## src/rtl/shift_rows_pipe_if.sv

```systemverilog
// Block stream interface for shift_rows_pipe: input and output valid/ready channels plus the delivered-block count.
interface shift_rows_pipe_if #(
   parameter int unsigned NB = 4
) ();
   localparam int unsigned W = 32 * NB;

   logic         in_valid;
   logic         in_ready;
   logic         in_inv;
   logic [W-1:0] in_state;
   logic         out_valid;
   logic         out_ready;
   logic [W-1:0] out_state;
   logic [15:0]  blk_cnt;

   modport slave (
      input  in_valid, in_inv, in_state, out_ready,
      output in_ready, out_valid, out_state, blk_cnt
   );

   modport master (
      output in_valid, in_inv, in_state, out_ready,
      input  in_ready, out_valid, out_state, blk_cnt
   );
endinterface

```

## src/rtl/shift_rows_pipe.sv

```systemverilog
// Rijndael ShiftRows / InvShiftRows as a 1- or 2-stage valid/ready pipeline, with the mode selected per block.
module shift_rows_pipe #(
   parameter int unsigned NB     = 4,
   parameter int unsigned REG_IN = 0
) (
   input  logic            clk,
   input  logic            rst_n,
   shift_rows_pipe_if.slave bus
);
   localparam int unsigned W = 32 * NB;

   if (!(NB == 4 || NB == 6 || NB == 8)) begin : g_bad_nb
      $error("shift_rows_pipe: NB must be 4, 6 or 8");
   end
   if (!(REG_IN == 0 || REG_IN == 1)) begin : g_bad_reg_in
      $error("shift_rows_pipe: REG_IN must be 0 or 1");
   end

   // Row offsets: 0,1,2,3 except for 256-bit blocks, where rows 2 and 3 shift by 3 and 4.
   function automatic int unsigned row_shift(input int unsigned r);
      return (NB == 8 && r >= 2) ? r + 1 : r;
   endfunction

   function automatic logic [W-1:0] permute(input logic [W-1:0] st, input logic inv);
      logic [W-1:0] res;
      int unsigned  src;
      res = '0;
      for (int unsigned c = 0; c < NB; c++) begin
         for (int unsigned r = 0; r < 4; r++) begin
            src = inv ? (c + NB - row_shift(r)) % NB : (c + row_shift(r)) % NB;
            res[8*(4*c+r) +: 8] = st[8*(4*src+r) +: 8];
         end
      end
      return res;
   endfunction

   logic         src_valid;
   logic         src_inv;
   logic [W-1:0] src_state;
   logic         src_take;
   logic         out_drain;
   logic         out_free;

   logic         out_valid_q, out_valid_d;
   logic [W-1:0] out_state_q, out_state_d;
   logic [15:0]  blk_cnt_q, blk_cnt_d;

   assign out_drain = out_valid_q && bus.out_ready;
   assign out_free  = !out_valid_q || out_drain;
   assign src_take  = src_valid && out_free;

   if (REG_IN == 1) begin : g_in_reg
      logic         s0_full_q, s0_full_d;
      logic         s0_inv_q, s0_inv_d;
      logic [W-1:0] s0_state_q, s0_state_d;
      logic         s0_load;

      // The input stage drains exactly when the output stage can take it.
      assign bus.in_ready = !s0_full_q || out_free;
      assign s0_load      = bus.in_valid && bus.in_ready;

      always_comb begin
         s0_full_d  = s0_full_q;
         s0_inv_d   = s0_inv_q;
         s0_state_d = s0_state_q;
         if (src_take) s0_full_d = 1'b0;
         if (s0_load) begin
            s0_full_d  = 1'b1;
            s0_inv_d   = bus.in_inv;
            s0_state_d = bus.in_state;
         end
      end

      always_ff @(posedge clk or negedge rst_n) begin
         if (!rst_n) begin
            s0_full_q  <= 1'b0;
            s0_inv_q   <= 1'b0;
            s0_state_q <= '0;
         end else begin
            s0_full_q  <= s0_full_d;
            s0_inv_q   <= s0_inv_d;
            s0_state_q <= s0_state_d;
         end
      end

      assign src_valid = s0_full_q;
      assign src_inv   = s0_inv_q;
      assign src_state = s0_state_q;
   end else begin : g_in_pass
      assign bus.in_ready = out_free;
      assign src_valid    = bus.in_valid;
      assign src_inv      = bus.in_inv;
      assign src_state    = bus.in_state;
   end

   // Output stage: one-entry buffer holding the permuted block; reload on drain keeps valid high.
   always_comb begin
      out_valid_d = out_valid_q;
      out_state_d = out_state_q;
      blk_cnt_d   = blk_cnt_q + 16'(out_drain);
      if (out_drain) out_valid_d = 1'b0;
      if (src_take) begin
         out_valid_d = 1'b1;
         out_state_d = permute(src_state, src_inv);
      end
   end

   always_ff @(posedge clk or negedge rst_n) begin
      if (!rst_n) begin
         out_valid_q <= 1'b0;
         out_state_q <= '0;
         blk_cnt_q   <= '0;
      end else begin
         out_valid_q <= out_valid_d;
         out_state_q <= out_state_d;
         blk_cnt_q   <= blk_cnt_d;
      end
   end

   assign bus.out_valid = out_valid_q;
   assign bus.out_state = out_state_q;
   assign bus.blk_cnt   = blk_cnt_q;
endmodule
```

## src/flat_wrapper.sv

```systemverilog
// flat-port wrapper written by rule: the top's interface ports become plain ports
module shift_rows_pipe_flat 
#(
   parameter int unsigned NB     = 4,
   parameter int unsigned REG_IN = 0
)
  (clk, rst_n, bus_in_valid, bus_in_inv, bus_in_state, bus_out_ready, bus_in_ready, bus_out_valid, bus_out_state, bus_blk_cnt);
  shift_rows_pipe_if #(.NB(NB)) bus_i ();
  input  logic clk;
  input  logic rst_n;
  input wire logic [$bits(bus_i.in_valid)-1:0] bus_in_valid;
  input wire logic [$bits(bus_i.in_inv)-1:0] bus_in_inv;
  input wire logic [$bits(bus_i.in_state)-1:0] bus_in_state;
  input wire logic [$bits(bus_i.out_ready)-1:0] bus_out_ready;
  output wire logic [$bits(bus_i.in_ready)-1:0] bus_in_ready;
  output wire logic [$bits(bus_i.out_valid)-1:0] bus_out_valid;
  output wire logic [$bits(bus_i.out_state)-1:0] bus_out_state;
  output wire logic [$bits(bus_i.blk_cnt)-1:0] bus_blk_cnt;
  assign bus_i.in_valid = bus_in_valid;
  assign bus_i.in_inv = bus_in_inv;
  assign bus_i.in_state = bus_in_state;
  assign bus_i.out_ready = bus_out_ready;
  assign bus_in_ready = bus_i.in_ready;
  assign bus_out_valid = bus_i.out_valid;
  assign bus_out_state = bus_i.out_state;
  assign bus_blk_cnt = bus_i.blk_cnt;
  shift_rows_pipe #(.NB(NB), .REG_IN(REG_IN)) u_core (.clk(clk), .rst_n(rst_n), .bus(bus_i));
endmodule
```

## config.mk

```make
export PLATFORM = sky130hd
export DESIGN_NAME = shift_rows_pipe_flat
export DESIGN_NICKNAME = d
export VERILOG_FILES = /design/src/rtl/shift_rows_pipe_if.sv /design/src/rtl/shift_rows_pipe.sv /design/src/flat_wrapper.sv
export SDC_FILE = /design/constraint.sdc
export NUM_CORES = 1
export LEC_CHECK = 0
export CAP_MARGIN = 20
export CORE_MARGIN = 4
export CORE_UTILIZATION = 30
export CTS_CLUSTER_DIAMETER = 60
export DETAILED_ROUTE_END_ITERATION = 6
export PLACE_DENSITY_LB_ADDON = 0.3
export SLEW_MARGIN = 20
export SYNTH_ARGS = -nofsm -noshare
export SYNTH_HDL_FRONTEND = slang
export SYNTH_SLANG_ARGS = --single-unit
export TNS_END_PERCENT = 10
```

## constraint.sdc

```tcl
create_clock -name clk -period 1.8 [get_ports clk]
set_input_delay 0.36 -clock clk [delete_from_list [all_inputs] [get_ports clk]]
set_output_delay 0.36 -clock clk [all_outputs]
set_load 0.03 [all_outputs]
```

==> metrics.txt, run 1 <==
# TYPE chip_impl_metric gauge
chip_impl_info{name="synth.area.top_cells",value="sky130_fd_sc_hd__dfrtp_1 56%, sky130_fd_sc_hd__mux2_4 14%, sky130_fd_sc_hd__mux2i_1 9.8%"} 1
chip_impl_metric{name="maxSlewViolCount",unit=""} 0
chip_impl_metric{name="post_synth_inst_count",unit=""} 486
chip_impl_metric{name="place_hpwl",unit="microns"} 13790
chip_impl_info{name="critical_path.startpoint",value="bus_out_ready"} 1
chip_impl_metric{name="gr-total-overflow",unit=""} 0
chip_impl_metric{name="share_of_post_route_cells_with_drive_strength_above_1",unit="%"} 16.28
chip_impl_info{name="tritoncts",value="done"} 1
chip_impl_metric{name="fp.dieH",unit="microns"} 155.3
chip_impl_metric{name="drt_drc_violations_left",unit=""} 0
chip_impl_metric{name="die_w",unit="microns"} 155.3
chip_impl_metric{name="die_area",unit="sq um"} 24120
chip_impl_info{name="outcome",value="completed"} 1
chip_impl_metric{name="fin_crit_period",unit="ps"} 1737
chip_impl_metric{name="hold_viol",unit=""} 0
chip_impl_metric{name="detail_route.wl_per_cell",unit="microns"} 17.97
chip_impl_metric{name="row_count",unit=""} 53
chip_impl_metric{name="filler_cells",unit=""} 1892
chip_impl_metric{name="global_route.usage.total",unit="%"} 15.51
chip_impl_metric{name="timing_worst_slew_pin_value",unit="ps"} 536.0
chip_impl_info{name="synth_top_cell_by_area",value="sky130_fd_sc_hd__dfrtp_1"} 1
chip_impl_metric{name="final.setup_skew",unit="ps"} 11.31
chip_impl_metric{name="synthDistinctLibCells",unit=""} 25
chip_impl_metric{name="synth_seq_cells",unit=""} 145
chip_impl_metric{name="final.setup.tns",unit="ps"} 0
chip_impl_metric{name="cts_htree_levels",unit=""} 4
chip_impl_metric{name="multiInputGateArea",unit="sq um"} 2646
chip_impl_metric{name="grt_first_pass_wirelength",unit="microns"} 30040
chip_impl_metric{name="clkSlewWorstSetupHoldPaths",unit="ps"} 60
chip_impl_metric{name="place.port_buffers",unit=""} 278
chip_impl_metric{name="antenna_violations_before_repair",unit=""} 0
chip_impl_metric{name="initial_core_util",unit="%"} 30.77
chip_impl_info{name="setup_repair_after_global_routing_missed_its_margin",value="false"} 1
chip_impl_metric{name="dp.cells",unit=""} 1022
chip_impl_metric{name="post_synth_instance_area",unit="sq um"} 6509
chip_impl_metric{name="design.portCount",unit=""} 279
chip_impl_metric{name="worst_slew_margin_rel",unit="%"} 64.27
chip_impl_metric{name="insertion_delay",unit="ps"} 420
chip_impl_metric{name="synth_seq_area_share",unit="%"} 55.75
chip_impl_metric{name="core_area",unit="sq um"} 21150
chip_impl_metric{name="synth_area_per_cell",unit="sq um"} 13.39
chip_impl_metric{name="antenna_cells",unit=""} 0
chip_impl_metric{name="cts_max_path_bufs",unit=""} 2
chip_impl_metric{name="route.antenna.remaining_nets",unit=""} 0
chip_impl_info{name="startpoint_kind_of_the_worst_setup_timing_path",value="input port"} 1
chip_impl_metric{name="cts-buffers-inserted",unit=""} 17
chip_impl_metric{name="register_area",unit="sq um"} 3628
chip_impl_metric{name="period_share",unit="%"} 96.51
chip_impl_metric{name="gp_congestion",unit=""} 0.8642
chip_impl_metric{name="ir_worst_vdd",unit="V"} 0.0005690
chip_impl_metric{name="drt_first_iter_violations",unit=""} 194
chip_impl_metric{name="max_cap_violations",unit=""} 0
chip_impl_metric{name="achievable-frequency",unit="GHz"} 0.5757
chip_impl_metric{name="ys.warnings.count",unit=""} 0
chip_impl_metric{name="total_leakage_power",unit="nW"} 4.646
chip_impl_metric{name="via_count",unit=""} 5060
chip_impl_metric{name="syn_nets",unit=""} 622
chip_impl_metric{name="placed_cell_area",unit="sq um"} 9683
chip_impl_metric{name="num-nets-final",unit=""} 903
chip_impl_metric{name="grt_start_max_net_pins",unit=""} 130
chip_impl_metric{name="setup_violations",unit=""} 0
chip_impl_metric{name="pwr_total",unit="mW"} 10.89
chip_impl_metric{name="first_global_vias",unit=""} 5367
chip_impl_metric{name="final_wirelength",unit="microns"} 18950
chip_impl_metric{name="cts_setup_buffers",unit=""} 0
chip_impl_metric{name="area_delta_synth_final",unit="%"} 55.40
chip_impl_info{name="crit_path_end_kind",value="output pin"} 1
chip_impl_info{name="timing.rr.start",value="u_core.bus.out_valid$_DFFE_PN0P_"} 1
chip_impl_metric{name="final_area",unit="sq um"} 10110
chip_impl_metric{name="vias_cell",unit=""} 4.796
chip_impl_info{name="cts_root_buffer",value="sky130_fd_sc_hd__clkbuf_16"} 1
chip_impl_info{name="hold_path.class",value="in2async"} 1
chip_impl_metric{name="crit_required",unit="ps"} 1440
chip_impl_metric{name="cp.arrival",unit="ps"} 1380
chip_impl_metric{name="timing.hold.ws",unit="ps"} 391.4
chip_impl_metric{name="synthDominantCellAreaShare",unit="%"} 55.75
chip_impl_metric{name="path_max_fanout",unit=""} 7
chip_impl_metric{name="drt_pass1_iterations",unit=""} 4
chip_impl_metric{name="finalNonFillerCells",unit=""} 1055
chip_impl_info{name="critical_path_class",value="in2out"} 1
chip_impl_metric{name="cts_sinks",unit=""} 145
chip_impl_metric{name="p_per_cell_area",unit="nW/um^2"} 1077
-- power breakdown --
group	switching, mW	internal [mW]
sequential	0.315	3.75
combinational	1.86	1.34
clock	1.48	2.15
total	3.65	7.24
-- cell type report --
type | count | area share, %
Clock buffer | 20 | 4.515
Sequential cell | 145 | 35.87
Tap cell | 275 | 3.402
Multi-Input combinational cell | 299 | 26.16
Timing Repair Buffer | 304 | 28.60
Clock inverter | 12 | 1.447
-- synth_stat cells, drive strengths merged --
cell type	number
nand2	3
and4bb	1
dfrtp	145
buf	33
a21oi	64
xnor2	10
and4	4
clkbuf	9
nand4	5
ha	3
xor2	4
a31oi	64
nand2b	2
and2	1
nand4b	1
nand3	5
nor3	1
and3	2
nor2	1
mux2i	64
mux2	64
-- critical path, stage by stage --
cell                              delay, ps
sky130_fd_sc_hd__clkdlybuf4s50_1        470
sky130_fd_sc_hd__nand2b_4               140
sky130_fd_sc_hd__buf_4                  210
sky130_fd_sc_hd__buf_4                  190
-- per-layer routing --
layer | vias to the layer above | wire length (microns) | track usage, %
li1 | 2380 | - | -
met1 | 2437 | 8242 | 19.64
met2 | 231 | 8524 | 24.31
met3 | 12 | 1997 | 6.648
met4 | 0 | 189 | 4.419
met5 | - | 0 | 0
-- per-stage QoR --
stage	worst slack (ps)	utilization, %
floorplan	100.9	-
global placement	-208.9	45.77
detailed placement	-218.5	45.77
CTS	43.16	47.81
global route	6.477	47.81
finish	62.89	47.81
-- state kept, by name (all words and copies together) (netlist names) --
signal / flops
u_core.bus.out_state: 128
u_core.bus.blk_cnt: 16
u_core.bus.out_valid: 1
-- worst paths after layout --
kind,endpoint,slack [ps],depth (start not counted)
max in group asynchronous,u_core.bus.out_state[26]$_DFFE_PN0P_,810,3
worst min-delay path,u_core.bus.out_state[0]$_DFFE_PN0P_,390,2
worst max-delay path,bus_in_ready,60,4
worst max register to register,u_core.bus.blk_cnt[10]$_DFF_PN0_,200,6
min in group clk,u_core.bus.out_state[102]$_DFFE_PN0P_,440,3
worst min register to register,u_core.bus.blk_cnt[15]$_DFF_PN0_,480,1
-- cell usage in the layout (no fill, tap or decap), types with 2 or more instances in the layout --
cell / instances
sky130_fd_sc_hd__xnor2_1: 10
sky130_fd_sc_hd__mux2_2: 4
sky130_fd_sc_hd__dfrtp_1: 145
sky130_fd_sc_hd__clkbuf_16: 17
sky130_fd_sc_hd__ha_1: 3
sky130_fd_sc_hd__clkdlybuf4s50_1: 129
sky130_fd_sc_hd__clkbuf_8: 2
sky130_fd_sc_hd__a31oi_1: 64
sky130_fd_sc_hd__clkinvlp_4: 3
sky130_fd_sc_hd__xor2_1: 4
sky130_fd_sc_hd__and4_1: 4
sky130_fd_sc_hd__mux2i_1: 64
sky130_fd_sc_hd__nand4_1: 5
sky130_fd_sc_hd__buf_12: 8
sky130_fd_sc_hd__a21oi_1: 64
sky130_fd_sc_hd__nand3_1: 5
sky130_fd_sc_hd__buf_4: 20
sky130_fd_sc_hd__bufinv_16: 2
sky130_fd_sc_hd__nand2_1: 2
sky130_fd_sc_hd__dlygate4sd2_1: 145
sky130_fd_sc_hd__mux2_4: 60
sky130_fd_sc_hd__inv_6: 5
sky130_fd_sc_hd__and3_1: 2
-- timing repair --
action	in CTS	in global routing
endpoints found under the hold margin	28	0
gates resized for setup	145	0
hold buffers	1	0
setup endpoints to repair	145	0
-- cell families (layout without fill, tap and decap cells) --
logic type / count (synthesis) / after routing / synth area share [%]
DFF: 145 / 145 / 55.75
AOI/OAI and AO/OA: 128 / 128 / 11.07
muxes: 128 / 128 / 24.38
buffers and inverters: 42 / 336 / 3.710
and+or+nand+nor: 26 / 26 / 2.633
xor gates and xnor gates: 14 / 14 / 1.884
adders and majority gates: 3 / 3 / 0.5768
(Power assumes the default switching activity.)
==> run 2, diff against run 1 <==
Settings changed: GPL_TIMING_DRIVEN from default to 0.
==> metrics.txt, run 2 (same netlist as run 1, synthesis figures left out) <==
# TYPE chip_impl_metric gauge
chip_impl_metric{name="setup_violations",unit=""} 0
chip_impl_metric{name="detail_route.wl_per_cell",unit="microns"} 19.15
chip_impl_metric{name="final_wirelength",unit="microns"} 20510
chip_impl_metric{name="antenna_cells",unit=""} 0
chip_impl_metric{name="grt_first_pass_wirelength",unit="microns"} 31210
chip_impl_metric{name="via_count",unit=""} 5164
chip_impl_metric{name="max_cap_violations",unit=""} 0
chip_impl_info{name="hold_path.class",value="in2reg"} 1
chip_impl_metric{name="maxSlewViolCount",unit=""} 0
chip_impl_metric{name="route.antenna.remaining_nets",unit=""} 0
chip_impl_info{name="startpoint_kind_of_the_worst_setup_timing_path",value="input port"} 1
chip_impl_metric{name="worst_slack_setup_final",unit="ps"} 67.11
chip_impl_info{name="outcome",value="completed"} 1
chip_impl_metric{name="period_share",unit="%"} 96.27
chip_impl_info{name="crit_path_end",value="bus_in_ready"} 1
chip_impl_metric{name="initial_core_util",unit="%"} 30.77
chip_impl_metric{name="timing_worst_slew_pin_value",unit="ps"} 574.3
chip_impl_metric{name="drt_first_iter_violations",unit=""} 152
chip_impl_metric{name="crit_required",unit="ps"} 1440
chip_impl_metric{name="gr-total-overflow",unit=""} 0
chip_impl_metric{name="worst_slew_margin_rel",unit="%"} 61.72
chip_impl_metric{name="finalNonFillerCells",unit=""} 1071
chip_impl_metric{name="area_delta_synth_final",unit="%"} 55.67
chip_impl_metric{name="place.port_buffers",unit=""} 277
chip_impl_info{name="layout_common_cells",value="145 x sky130_fd_sc_hd__dlygate4sd2_1, 145 x sky130_fd_sc_hd__dfrtp_1, 130 x sky130_fd_sc_hd__clkdlybuf4s50_1"} 1
chip_impl_metric{name="dp_worst_setup_slack",unit="ps"} -900.8
chip_impl_metric{name="r2r_setup_slack",unit="ps"} 160
chip_impl_metric{name="vias_cell",unit=""} 4.822
chip_impl_metric{name="core_area",unit="sq um"} 21150
chip_impl_metric{name="cts_setup_buffers",unit=""} 0
chip_impl_metric{name="filler_cells",unit=""} 2025
chip_impl_metric{name="row_count",unit=""} 53
chip_impl_metric{name="antenna_violations_before_repair",unit=""} 0
chip_impl_metric{name="insertion_delay",unit="ps"} 420
chip_impl_metric{name="fp.dieH",unit="microns"} 155.3
chip_impl_metric{name="cts_max_path_bufs",unit=""} 2
chip_impl_metric{name="gp_congestion",unit=""} 0.7593
chip_impl_info{name="crit_path_end_kind",value="output pin"} 1
chip_impl_metric{name="final_core_util",unit="%"} 47.90
chip_impl_metric{name="dp.cells",unit=""} 1039
chip_impl_metric{name="worst-r2r-cell-count",unit=""} 6
chip_impl_metric{name="cts_sinks",unit=""} 145
chip_impl_metric{name="total_leakage_power",unit="nW"} 4.661
chip_impl_metric{name="place_hpwl",unit="microns"} 15570
chip_impl_metric{name="die_area",unit="sq um"} 24120
chip_impl_info{name="tritoncts",value="done"} 1
chip_impl_metric{name="timing.hold.ws",unit="ps"} 417.2
chip_impl_info{name="critical_path.startpoint",value="bus_out_ready"} 1
chip_impl_metric{name="fin_crit_period",unit="ps"} 1733
chip_impl_info{name="critical_path_class",value="in2out"} 1
chip_impl_metric{name="first_global_vias",unit=""} 5441
chip_impl_metric{name="drt_drc_violations_left",unit=""} 0
chip_impl_metric{name="share_of_post_route_cells_with_drive_strength_above_1",unit="%"} 16.71
chip_impl_metric{name="hold_viol",unit=""} 0
chip_impl_metric{name="cp.arrival",unit="ps"} 1370
chip_impl_metric{name="final.setup_skew",unit="ps"} 8.015
chip_impl_metric{name="hold_depth",unit=""} 3
chip_impl_metric{name="p_per_cell_area",unit="nW/um^2"} 1087
chip_impl_metric{name="die_w",unit="microns"} 155.3
chip_impl_metric{name="global_route.usage.total",unit="%"} 16.50
chip_impl_metric{name="cts-buffers-inserted",unit=""} 17
chip_impl_metric{name="cts_htree_levels",unit=""} 4
chip_impl_metric{name="ir_worst_vdd",unit="V"} 0.0005589
chip_impl_info{name="rr_endpoint",value="u_core.bus.blk_cnt[14]$_DFF_PN0_"} 1
chip_impl_metric{name="grt_start_max_net_pins",unit=""} 87
chip_impl_metric{name="largest_register_ffs",unit=""} 128
chip_impl_metric{name="num-nets-final",unit=""} 919
chip_impl_info{name="setup_repair_after_global_routing_missed_its_margin",value="false"} 1
chip_impl_metric{name="path_max_fanout",unit=""} 19
chip_impl_metric{name="clkSlewWorstSetupHoldPaths",unit="ps"} 60
chip_impl_metric{name="achievable-frequency",unit="GHz"} 0.5771
chip_impl_info{name="cts_root_buffer",value="sky130_fd_sc_hd__clkbuf_16"} 1
chip_impl_info{name="timing.rr.start",value="u_core.bus.out_valid$_DFFE_PN0P_"} 1
chip_impl_metric{name="drt_pass1_iterations",unit=""} 4
chip_impl_metric{name="design.portCount",unit=""} 279
chip_impl_metric{name="pwr_total",unit="mW"} 11.01
[run 2: cell count changes in the layout (fill, tap and decap cells not counted), sizes merged]
| cell | change |
|---|---|
| clkbuf | +8 |
| buf | +6 |
| clkinv | +3 |
| inv | -2 |
| bufinv | +1 |
| clkdlybuf4s50 | +1 |
| clkinvlp | -1 |
[run 2: critical path, cell delays in order]
cell	delay [ps]
sky130_fd_sc_hd__clkdlybuf4s50_1	460
sky130_fd_sc_hd__nand2b_1	110
sky130_fd_sc_hd__buf_6	140
sky130_fd_sc_hd__buf_12	150
sky130_fd_sc_hd__buf_6	140
[run 2: final cells by class]
type	instances	area, sq um	area share (%)
flip-flops and latches	145	3628	35.81
multi-input cells	299	2639	26.04
repair buffers	279	2635	26.01
clock buffers	19	452.9	4.470
well taps	275	344.1	3.396
plain buffers	41	257.7	2.544
clock inverters	13	175.2	1.729
[run 2: worst min path at each step]
stage	start	to	slack, ps
4_1_cts	bus_in_inv	u_core.bus.out_state[121]$_DFFE_PN0P_	400
3_3_place_gp	u_core.bus.blk_cnt[15]$_DFF_PN0_	u_core.bus.blk_cnt[15]$_DFF_PN0_	460
2_1_floorplan	rst_n	u_core.bus.blk_cnt[0]$_DFF_PN0_	60
3_5_place_dp	rst_n	u_core.bus.blk_cnt[12]$_DFF_PN0_	330
6_report	bus_in_inv	u_core.bus.out_state[121]$_DFFE_PN0P_	420
5_1_grt	bus_in_inv	u_core.bus.out_state[121]$_DFFE_PN0P_	420
[run 2: repair_timing]
item | 4_1_cts | 5_1_grt
gates resized for setup | 153 | 6
hold endpoints to repair | 59 | 0
endpoints found under the setup margin | 146 | 1
hold buffers | 1 | 0
pin swaps | 0 | 0
gates cloned | 0 | 0
[run 2: routing by layer]
layer	vias to the layer above	global-route usage (%)	routed length, microns
met3	27	6.370	2079
met2	236	27.07	9437
met4	0	4.919	355
met1	2495	20.24	8636
met5	-	0	0
li1	2406	-	-
[run 2: per-stage QoR]
| stage | instance area, sq um | TNS, ps |
|---|---|---|
| after floorplan | 6509 | 0 |
| after global placement | 9625 | -852990 |
| after detailed placement | 9658 | -24910 |
| after CTS | 10110 | -89.94 |
| after global routing | 10130 | 0 |
| final | 10130 | 0 |
[run 2: report_power, final]
part           internal (mW)  switching [mW]
clock network           2.28            1.51
registers               3.75           0.337
logic                   1.30            1.84
total                   7.33            3.68
==> run 3, diff against run 2 <==
Settings changed: ABC_AREA from default to 1, CAP_MARGIN 20 to default.
==> metrics.txt, run 3 <==
# TYPE chip_impl_metric gauge
chip_impl_metric{name="vias_cell",unit=""} 4.408
chip_impl_metric{name="cts_htree_levels",unit=""} 4
chip_impl_metric{name="drt_drc_violations_left",unit=""} 0
chip_impl_metric{name="design.portCount",unit=""} 279
chip_impl_metric{name="largest_register_ffs",unit=""} 128
chip_impl_metric{name="first_global_vias",unit=""} 6140
chip_impl_metric{name="ys.warnings.count",unit=""} 0
chip_impl_metric{name="maxSlewViolCount",unit=""} 0
chip_impl_metric{name="synth_seq_cells",unit=""} 145
chip_impl_info{name="critical_path_class",value="in2out"} 1
chip_impl_metric{name="postSynth.asyncResetShare",unit="%"} 100.0
chip_impl_metric{name="intPower",unit="mW"} 6.916
chip_impl_metric{name="grt_start_max_net_pins",unit=""} 78
chip_impl_metric{name="die_area",unit="sq um"} 23570
chip_impl_metric{name="clkSlewWorstSetupHoldPaths",unit="ps"} 70
chip_impl_metric{name="placed_cell_area",unit="sq um"} 9497
chip_impl_metric{name="path_max_fanout",unit=""} 3
chip_impl_metric{name="synthDominantCellAreaShare",unit="%"} 57.11
chip_impl_metric{name="fp.dieH",unit="microns"} 153.5
chip_impl_metric{name="grt_first_pass_wirelength",unit="microns"} 34780
chip_impl_info{name="layout_commonest_cell",value="sky130_fd_sc_hd__nand2_1"} 1
chip_impl_metric{name="antenna_violations_before_repair",unit=""} 0
chip_impl_metric{name="cts_sinks",unit=""} 145
chip_impl_info{name="synth_top_cell_by_area",value="sky130_fd_sc_hd__dfrtp_1"} 1
chip_impl_metric{name="num-nets-final",unit=""} 1215
chip_impl_metric{name="syn_nets",unit=""} 917
chip_impl_info{name="outcome",value="completed"} 1
chip_impl_metric{name="setup_violations",unit=""} 0
chip_impl_info{name="worst_path_max_delay_cell",value="sky130_fd_sc_hd__clkdlybuf4s50_1"} 1
chip_impl_metric{name="hold_viol",unit=""} 0
chip_impl_metric{name="final_wirelength",unit="microns"} 21460
chip_impl_metric{name="drt_pass1_iterations",unit=""} 4
chip_impl_metric{name="switching_power",unit="mW"} 3.710
chip_impl_metric{name="gr-total-overflow",unit=""} 0
chip_impl_metric{name="power.share.clock",unit="%"} 34.5
chip_impl_metric{name="period_share",unit="%"} 96.82
chip_impl_metric{name="route.antenna.remaining_nets",unit=""} 0
chip_impl_metric{name="share_of_post_route_cells_with_drive_strength_above_1",unit="%"} 6.868
chip_impl_metric{name="crit_required",unit="ps"} 1440
chip_impl_metric{name="timing_worst_slew_pin_value",unit="ps"} 588.6
chip_impl_info{name="setup_repair_after_global_routing_missed_its_margin",value="false"} 1
chip_impl_metric{name="cts_max_path_bufs",unit=""} 2
chip_impl_info{name="layout_common_cells",value="416 x sky130_fd_sc_hd__nand2_1, 146 x sky130_fd_sc_hd__dlygate4sd2_1, 145 x sky130_fd_sc_hd__dfrtp_1, 130 x sky130_fd_sc_hd__clkdlybuf4s50_1, 95 x sky130_fd_sc_hd__o21ai_0"} 1
chip_impl_metric{name="fin_crit_period",unit="ps"} 1743
chip_impl_metric{name="drt_first_iter_violations",unit=""} 297
chip_impl_metric{name="cts-buffers-inserted",unit=""} 17
chip_impl_metric{name="die_w",unit="microns"} 153.5
chip_impl_info{name="dominant_cell_by_count_in_the_synthesized_netlist",value="sky130_fd_sc_hd__nand2_1"} 1
chip_impl_info{name="crit_path_end_kind",value="output pin"} 1
chip_impl_metric{name="detail_route.wl_per_cell",unit="microns"} 15.75
chip_impl_info{name="cp_cell_sequence",value="clkdlybuf4s50_1 > inv_1 > nand2_2 > dlygate4sd2_1"} 1
chip_impl_metric{name="gp_congestion",unit=""} 0.8135
chip_impl_metric{name="max_cap_violations",unit=""} 0
chip_impl_info{name="synth.area.top_cells",value="sky130_fd_sc_hd__dfrtp_1 57%, sky130_fd_sc_hd__nand2_1 25%, sky130_fd_sc_hd__o21ai_0 7.5%"} 1
chip_impl_metric{name="place_hpwl",unit="microns"} 16090
chip_impl_info{name="synth-main-ff-cell",value="sky130_fd_sc_hd__dfrtp_1"} 1
chip_impl_metric{name="insertion_delay",unit="ps"} 430
chip_impl_metric{name="timing.hold.ws",unit="ps"} 453.8
chip_impl_metric{name="final.setup_skew",unit="ps"} 13.86
chip_impl_metric{name="post_synth_inst_count",unit=""} 781
chip_impl_metric{name="p_per_cell_area",unit="nW/um^2"} 1070
chip_impl_metric{name="final_area",unit="sq um"} 9928
chip_impl_metric{name="place.port_buffers",unit=""} 277
chip_impl_metric{name="number_of_synthesized_flops_with_an_enable_pin",unit=""} 0
chip_impl_info{name="cts_root_buffer",value="sky130_fd_sc_hd__clkbuf_16"} 1
chip_impl_metric{name="initial_core_util",unit="%"} 30.90
chip_impl_metric{name="critical-path-max-stage-delay",unit="ps"} 480
chip_impl_metric{name="worst_slew_margin_rel",unit="%"} 60.76
chip_impl_metric{name="p_seq_share",unit="%"} 37.9
chip_impl_metric{name="area_delta_synth_final",unit="%"} 56.26
chip_impl_metric{name="core_area",unit="sq um"} 20560
chip_impl_metric{name="synth_area_per_cell",unit="sq um"} 8.135
chip_impl_metric{name="total_leakage_power",unit="nW"} 5.220
chip_impl_metric{name="achievable-frequency",unit="GHz"} 0.5738
chip_impl_metric{name="antenna_cells",unit=""} 0
chip_impl_metric{name="row_count",unit=""} 52
chip_impl_metric{name="post_synth_instance_area",unit="sq um"} 6354
chip_impl_metric{name="synth_seq_area_share",unit="%"} 57.11
chip_impl_metric{name="via_count",unit=""} 6004
chip_impl_metric{name="portion_of_total_power_attributed_to_combinational_logic",unit="%"} 27.5
chip_impl_metric{name="cts_setup_buffers",unit=""} 0
chip_impl_info{name="tritoncts",value="done"} 1
chip_impl_metric{name="global_route.usage.total",unit="%"} 18.52
chip_impl_info{name="synth.top_cells.by_count",value="416 x sky130_fd_sc_hd__nand2_1, 145 x sky130_fd_sc_hd__dfrtp_1, 95 x sky130_fd_sc_hd__o21ai_0, 44 x sky130_fd_sc_hd__inv_1, 14 x sky130_fd_sc_hd__buf_2"} 1
chip_impl_info{name="startpoint_kind_of_the_worst_setup_timing_path",value="input port"} 1
chip_impl_metric{name="synthDistinctLibCells",unit=""} 21
chip_impl_metric{name="power.switching_fraction",unit="%"} 34.91
chip_impl_metric{name="cp.arrival",unit="ps"} 1380
chip_impl_info{name="hold_path.class",value="in2reg"} 1
chip_impl_metric{name="ir_worst_vdd",unit="V"} 0.0006272
[run 3: metal layers]
metal / track usage, % / up-vias / share of wire (%)
li1: - / 3000 / -
met1: 23.38 / 2777 / 43
met2: 30.46 / 210 / 48
met3: 6.970 / 17 / 7.9
met4: 4.121 / 0 / 1.1
met5: 0 / - / 0
[run 3: logic make-up after synthesis]
kind of cell               Yosys count  share of synthesized area [%]
and+or+nand+nor                    441                          26.53
DFF                                145                          57.11
AOI/OAI and AO/OA                   98                          7.720
xor gates and xnor gates             8                          1.103
buffers and inverters               86                          6.952
adders and majority gates            3                         0.5908
[run 3: worst paths after layout]
check	end	slack (ps)	cells after the start	from
max in group asynchronous	u_core.bus.out_state[116]$_DFFE_PN0P_	480	3	rst_n
min in group asynchronous	u_core.bus.out_state[67]$_DFFE_PN0P_	510	2	rst_n
max reg2reg	u_core.bus.blk_cnt[10]$_DFF_PN0_	210	9	u_core.bus.out_valid$_DFFE_PN0P_
min reg2reg	u_core.bus.out_state[119]$_DFFE_PN0P_	470	2	u_core.bus.out_state[119]$_DFFE_PN0P_
min	u_core.bus.out_state[79]$_DFFE_PN0P_	450	3	bus_in_inv
max	bus_in_ready	60	4	bus_out_ready
[run 3: layout make-up]
type                       count  area [sq um]
buffer                        41         272.8
inverter                      45         168.9
timing repair buffer         279          2633
fill                        2055         10630
tap                          270         337.8
multi-input combinational    550          2286
clock inverter                13         148.9
clock buffer                  19         452.9
sequential                   145          3628
[run 3: power groups by stage]
stage                     sequential (mW)  combinational [mW]  clock, mW
after floorplan                      5.05               0.675          0
after global placement               4.10                3.29          0
after detailed placement             4.11                3.32          0
after CTS                            4.04                2.98       3.77
after global routing                 4.10                3.17       3.93
final                                4.03                2.93       3.67
[run 3: timing repair]
item,4_1_cts,5_1_grt
hold endpoints to repair,76,0
setup endpoints to repair,146,1
resized for setup,146,1
hold buffers,1,0
[run 3: critical path, delay by kind of cell]
| family | cells | cell delay [ps] |
|---|---|---|
| buffers and inverters | 3 | 940 |
| and+or+nand+nor | 1 | 90 |
[run 3: stage by stage]
stage                     cells  worst slack, ps  power [mW]  utilization, %  setup TNS [ps]
after floorplan             781            147.6       5.728               -               0
after global placement     1328            -5887       7.384           46.03         -852620
after detailed placement   1329           -247.8       7.423           46.19           -1490
after CTS                  1362            50.96       10.79           48.28               0
after global routing       1362           0.5151       11.19           48.29               0
final                      1362            57.16       10.63           48.29               0
